## src/rtl/wam_pkg.sv

```systemverilog
// Shared whack-a-mole types and widths: FSM state encoding and bus widths.
// Latency: n/a (definitions only).
// Backpressure: n/a.
package wam_pkg;

  localparam int NUM_HOLES = 8;
  localparam int HOLE_W    = 3;
  localparam int SCORE_W   = 8;
  localparam int MISS_W    = 4;
  localparam int TICKCNT_W = 8;

  typedef enum logic [2:0] {
    ST_IDLE,
    ST_PICK,
    ST_UP,
    ST_GAP,
    ST_OVER
  } state_t;

endpackage

```

## src/rtl/tick_prescaler.sv

```systemverilog
// Game-tick prescaler: one-cycle tick every TICK_CYCLES clk cycles, restartable.
// Latency: first tick TICK_CYCLES cycles after the last cycle clear was high.
// Backpressure: none; free-running counter, clear has priority.
// Ports: clk, reset (async active-low), clear (restart count at 0), tick (pulse).
module tick_prescaler #(
  parameter int TICK_CYCLES = 500000
) (
  input  logic clk,
  input  logic reset,
  input  logic clear,
  output logic tick
);

  localparam int CW = (TICK_CYCLES > 1) ? $clog2(TICK_CYCLES) : 1;
  localparam logic [CW-1:0] LAST = CW'(TICK_CYCLES - 1);
  localparam logic [CW-1:0] ONE  = CW'(1);

  logic [CW-1:0] cnt;

  always_ff @(posedge clk or negedge reset) begin
    if (!reset) begin
      cnt <= '0;
    end else if (clear || (cnt == LAST)) begin
      cnt <= '0;
    end else begin
      cnt <= cnt + ONE;
    end
  end

  // Tick is not gated by clear: the scheduler's next-state logic reads tick
  // and also produces clear, so gating here would close a combinational loop.
  assign tick = (cnt == LAST);

endmodule

```

## src/rtl/mole_scheduler.sv

```systemverilog
// Whack-a-mole scheduler: picks a hole, shows the mole, scores hits and timeouts.
// Latency: mole appears 1 cycle after PICK; score/misses update 1 cycle after hit/timeout.
// Backpressure: none; rnd is always valid, hit/start are single-cycle pulses.
// Ports: clk, reset (async active-low), rnd[15:0], start, hit[7:0] in;
//        mole[7:0] (one-hot), score[7:0], misses[3:0], game_over out.
module mole_scheduler
  import wam_pkg::*;
#(
  parameter int TICK_CYCLES  = 500000,
  parameter int UP_MIN_TICKS = 50,
  parameter int GAP_TICKS    = 20,
  parameter int MAX_MISSES   = 5
) (
  input  logic                 clk,
  input  logic                 reset,
  input  logic [15:0]          rnd,
  input  logic                 start,
  input  logic [NUM_HOLES-1:0] hit,
  output logic [NUM_HOLES-1:0] mole,
  output logic [SCORE_W-1:0]   score,
  output logic [MISS_W-1:0]    misses,
  output logic                 game_over
);

  localparam logic [TICKCNT_W-1:0] UP_MIN_L = TICKCNT_W'(UP_MIN_TICKS);
  localparam logic [TICKCNT_W-1:0] GAP_L    = TICKCNT_W'(GAP_TICKS);
  localparam logic [MISS_W-1:0]    MAX_L    = MISS_W'(MAX_MISSES);

  state_t                 state, state_nxt;
  logic [HOLE_W-1:0]      last_hole;   // doubles as the active hole while UP
  logic [HOLE_W-1:0]      pick_hole;
  logic                   first_pick;
  logic [TICKCNT_W-1:0]   up_limit, pick_limit, tick_cnt;
  logic [3:0]             level;
  logic [MISS_W-1:0]      misses_inc;
  logic                   tick, clear;
  logic                   start_ok, hit_now, timeout_now, gap_done;
  logic                   unused_rnd;

  assign unused_rnd = ^rnd[15:8];

  tick_prescaler #(
    .TICK_CYCLES(TICK_CYCLES)
  ) u_prescaler (
    .clk  (clk),
    .reset(reset),
    .clear(clear),
    .tick (tick)
  );

  // Hole selection: avoid showing the same hole twice in a row within a game.
  always_comb begin
    pick_hole = rnd[2:0];
    if (!first_pick && (rnd[2:0] == last_hole)) begin
      pick_hole = rnd[2:0] + 3'd1;
    end
  end

  // Difficulty: every 8 points shortens the up time by one tick, capped at 15.
  assign level      = score[7] ? 4'd15 : score[6:3];
  assign pick_limit = UP_MIN_L + {3'b000, rnd[7:3]} - {4'b0000, level};
  assign misses_inc = misses + 4'd1;

  assign start_ok    = ((state == ST_IDLE) || (state == ST_OVER)) && start;
  assign hit_now     = (state == ST_UP) && hit[last_hole];
  assign timeout_now = (state == ST_UP) && tick && (tick_cnt == up_limit - 8'd1);
  assign gap_done    = (state == ST_GAP) && tick && (tick_cnt == GAP_L - 8'd1);

  always_ff @(posedge clk or negedge reset) begin
    if (!reset) begin
      state <= ST_IDLE;
    end else begin
      state <= state_nxt;
    end
  end

  always_comb begin
    state_nxt = state;
    mole      = '0;
    game_over = 1'b0;
    // Prescaler and tick count sit at 0 outside UP/GAP and restart on any
    // transition, so each UP/GAP dwell begins with a fresh full tick period.
    clear     = 1'b1;
    unique case (state)
      ST_IDLE, ST_OVER: begin
        game_over = (state == ST_OVER);
        if (start) state_nxt = ST_PICK;
      end
      ST_PICK: begin
        state_nxt = ST_UP;
      end
      ST_UP: begin
        mole = {{(NUM_HOLES-1){1'b0}}, 1'b1} << last_hole;
        // A hit on the timeout cycle wins over the timeout.
        if (hit_now) begin
          state_nxt = ST_GAP;
        end else if (timeout_now) begin
          state_nxt = (misses_inc == MAX_L) ? ST_OVER : ST_GAP;
        end
        clear = (state_nxt != state);
      end
      ST_GAP: begin
        if (gap_done) state_nxt = ST_PICK;
        clear = (state_nxt != state);
      end
      default: begin
        state_nxt = ST_IDLE;
      end
    endcase
  end

  always_ff @(posedge clk or negedge reset) begin
    if (!reset) begin
      tick_cnt <= '0;
    end else if (clear) begin
      tick_cnt <= '0;
    end else if (tick) begin
      tick_cnt <= tick_cnt + 8'd1;
    end
  end

  always_ff @(posedge clk or negedge reset) begin
    if (!reset) begin
      score      <= '0;
      misses     <= '0;
      last_hole  <= '0;
      up_limit   <= '0;
      first_pick <= 1'b1;
    end else begin
      if (start_ok) begin
        score      <= '0;
        misses     <= '0;
        first_pick <= 1'b1;
      end
      if (state == ST_PICK) begin
        last_hole  <= pick_hole;
        up_limit   <= pick_limit;
        first_pick <= 1'b0;
      end
      if (hit_now) begin
        if (score != 8'hFF) score <= score + 8'd1;
      end else if (timeout_now) begin
        misses <= misses_inc;
      end
    end
  end

endmodule

```

## config.mk

```make
export PLATFORM = sky130hd
export DESIGN_NAME = mole_scheduler
export DESIGN_NICKNAME = d
export VERILOG_FILES = /design/src/rtl/wam_pkg.sv /design/src/rtl/tick_prescaler.sv /design/src/rtl/mole_scheduler.sv
export SDC_FILE = /design/constraint.sdc
export NUM_CORES = 1
export LEC_CHECK = 0
export CORE_ASPECT_RATIO = 1.1
export CORE_MARGIN = 5
export CORE_UTILIZATION = 50
export DETAILED_ROUTE_END_ITERATION = 10
export PLACE_DENSITY = 0.75
export SKIP_LAST_GASP = 1
export SYNTH_ARGS = -nofsm -noshare
export SYNTH_HDL_FRONTEND = slang
export SYNTH_SLANG_ARGS = --single-unit
```

## constraint.sdc

```tcl
create_clock -name clk -period 3.64 [get_ports clk]
set_clock_uncertainty 0.15 [all_clocks]
set_input_delay 0.364 -clock clk [delete_from_list [all_inputs] [get_ports clk]]
set_output_delay 0.364 -clock clk [all_outputs]
set_load 0.05 [all_outputs]
```

==> reports/results.txt <==
Outcome = finished, violations left
Failing checks = negative hold slack
Slowest CP cell = or4_4
Num CTS Buffers = 5
Core area = 6230 um^2
Period Utilization, post-route = 77.5%
Post-route DRC = 0
Worst r2r path cells = 6
Setup violators final = 0
Slew headroom = 47.2%
Initial DRC count = 136
Htree depth = 2
Setup Total Neg Slack = 0 ns
# fillers = 557
Number of flops mapped to enable cells by yosys = 0
Setup Crit Path Kind = reg -> reg
Worst hold path type = in -> async
Yosys warns = 0
Seq/Total Area, Yosys = 41.1%
Post-synthesis cell count = 357
Ys flop type = dfrtp_1
Yosys cell types = 58
Req. time, crit path = 3.68 ns
Top-Level Pins = 48
Max stage delay on crit path = 0.57 ns
Setup crit start kind = flip-flop
Reg-to-reg critical path endpoint = tick_cnt[2]
Flops & latches, synth = 53
Asr flop ratio synth = 100%
CP delay by family, top = simple AND/OR/NAND/NOR gates
Initial antenna violation count = 0
Max-cap violations = 0
Final Hold Viols = 24
Levels on crit path = 6
Hold-fix buffers, CTS = 0
CTS tree = done
Sequential cell area = 1330 um^2
Area of the multi-input gates = 1800 um^2
CTS root buf = clkbuf_8
Vias in the first global route = 2531
Die W = 86.7 um
Row count = 30
I/O Buffers = 39
Largest net degree at the start of global routing = 37
Clock sink count = 53
VDD IR max = 329 uV
Critical R2R Launch = u_prescaler.cnt[11]
WL final = 6510 um
Post-DR wirelength/cell = 13.6 um
CP Capture Type = flip-flop
Worst-path maximum fanout = 8
Share of cells above drive strength 1 = 7.52%
Antenna cells = 0
Worst-Skew Late Latency = 0.30 ns
CP Buf/Inv Count = 0
Die height = 94.3 um
HPWL Detailed = 5070 um
Pre-antenna DRT Iters = 4
Worst-Margin Slew = 0.792 ns
Die area = 8170 um^2
Post-layout nets = 441
RSZ-0062 raised after global routing = no
R2r setup slk = 0.82 ns
Clk buf depth = 2
Overflow after GRT = 0
PwrDens = 496 nW/um^2
Via count = 2574
Starting density of the core = 51.9%
Fin Hold WS = -0.0189 ns
Reg clk slew, reported paths = 0.10 ns
Routability cong. = 0.796
Layout area overhead = 18.6%
Max Freq = 354 MHz
First-pass GRT wire length = 11500 um
DRT antenna net count = 0
Max-slew violations = 0
Crit path cell chain = or4b_1 > or4_4 > or2_4 > nor4_4 > or3_1 > nor2_1
Post-Syn Area = 3230 um^2
Post-CTS sizing = 0
Core Util, Final = 61.5%
GRT Util Overall = 17.3%
CP arrival = 2.86 ns
Syn Nets = 400
Vias/cell = 5.37
LEAKAGE = 1.67 nW
Syn_area_per_cell = 9.05 um^2
Minimum clock period = 2.82 ns
Setup WS pre-CTS = 0.803 ns
Final worst slack = 0.818 ns
Post-CTS setup buffers = 0
## how the worst max path moves through the flow
| stage | startpoint | to |
|---|---|---|
| floorplan | u_prescaler.cnt[11] | tick_cnt[0] |
| global placement | u_prescaler.cnt[11] | tick_cnt[2] |
| detailed placement | u_prescaler.cnt[11] | tick_cnt[2] |
| CTS | u_prescaler.cnt[11] | tick_cnt[2] |
| global route | u_prescaler.cnt[11] | tick_cnt[0] |
| finish | u_prescaler.cnt[11] | tick_cnt[2] |
## final cells by class
cell class / instances / share of cell area, %
Multi-Input combinational cell: 280 / 47.1
Clock buffer: 5 / 1.80
Clock inverter: 3 / 1.70
Timing Repair Buffer: 42 / 10.6
Sequential cell: 53 / 34.6
Inverter: 16 / 1.57
Tap cell: 80 / 2.61
## state kept, by name, indices dropped and copies added (netlist names)
name and flops:
u_prescaler.cnt 19, score 8, tick_cnt 8, up_limit 7, misses 4, last_hole 3
state 3, first_pick 1
## metrics by stage
stage | area (um^2) | power (mW) | hold WS, ns | cells
2_1_floorplan | 3230 | 1.28 | -0.0816 | 357
5_1_grt | 3830 | 2.03 | 0.0637 | 479
3_5_place_dp | 3700 | 1.45 | 0.304 | 471
3_3_place_gp | 3700 | 1.42 | 0.306 | 471
4_1_cts | 3830 | 1.91 | 0.0204 | 479
6_report | 3830 | 1.90 | -0.0189 | 479
## kinds of logic (layout without fill, tap and decap cells)
kind of cell,after synthesis,in the layout,synth area share (%)
adder cells (fa/ha/maj),16,16,6.43
AND/OR/NAND/NOR,164,164,25.7
multiplexers,8,8,2.67
buffers and inverters,24,66,3.10
AO/OA/AOI/OAI,50,50,9.60
XOR/XNOR,42,42,11.4
flip-flops,53,53,41.1
## where the power goes
group	internal, mW	leakage [nW]	switching [mW]
Sequential	0.704	0.688	0.156
Combinational	0.262	0.918	0.315
Clock	0.273	0.0681	0.191
## routing by layer
| layer | vias up | routed length [um] | track usage, % |
|---|---|---|---|
| met5 | - | 0 | 0 |
| met4 | 0 | 68 | 5.19 |
| met3 | 5 | 217 | 2.37 |
| met2 | 38 | 3300 | 30.5 |
| met1 | 1227 | 2920 | 21.8 |
| li1 | 1304 | - | - |
## cells in the final DEF (no fill, tap or decap), types with 15 or more instances in the layout
cell type and n:
dfrtp_1 52, nor2_1 49, nand2_1 40, clkdlybuf4s50_1 38, xor2_1 22, o21ai_0 22
xnor2_1 20, nand3_1 17, inv_1 16, ha_1 15
## cells in the mapped netlist, types with 2 or more instances
library cell	instances	area [um^2]
buf_2	2	10.0
dfrtp_1	52	1300
nand4_1	5	31.3
xor2_1	22	193
mux2_2	5	56.3
a21oi_1	8	40.0
xnor2_1	20	175
inv_1	16	60.1
and3_1	7	43.8
nor3_1	10	50.1
mux2i_1	3	30.0
nor2_1	49	184
nand2_1	40	150
a31oi_1	2	12.5
or4b_1	2	20.0
ha_1	15	188
o31ai_1	2	15.0
nand2b_1	5	31.3
nor3b_1	2	15.0
nand3_1	17	85.1
nor2b_1	4	25.0
o21ai_0	22	110
o211ai_1	2	15.0
or2_2	3	18.8
nor4_1	4	25.0
clkbuf_1	5	18.8
a31o_1	2	17.5
Note: power is estimated with default switching activity, not from simulation.
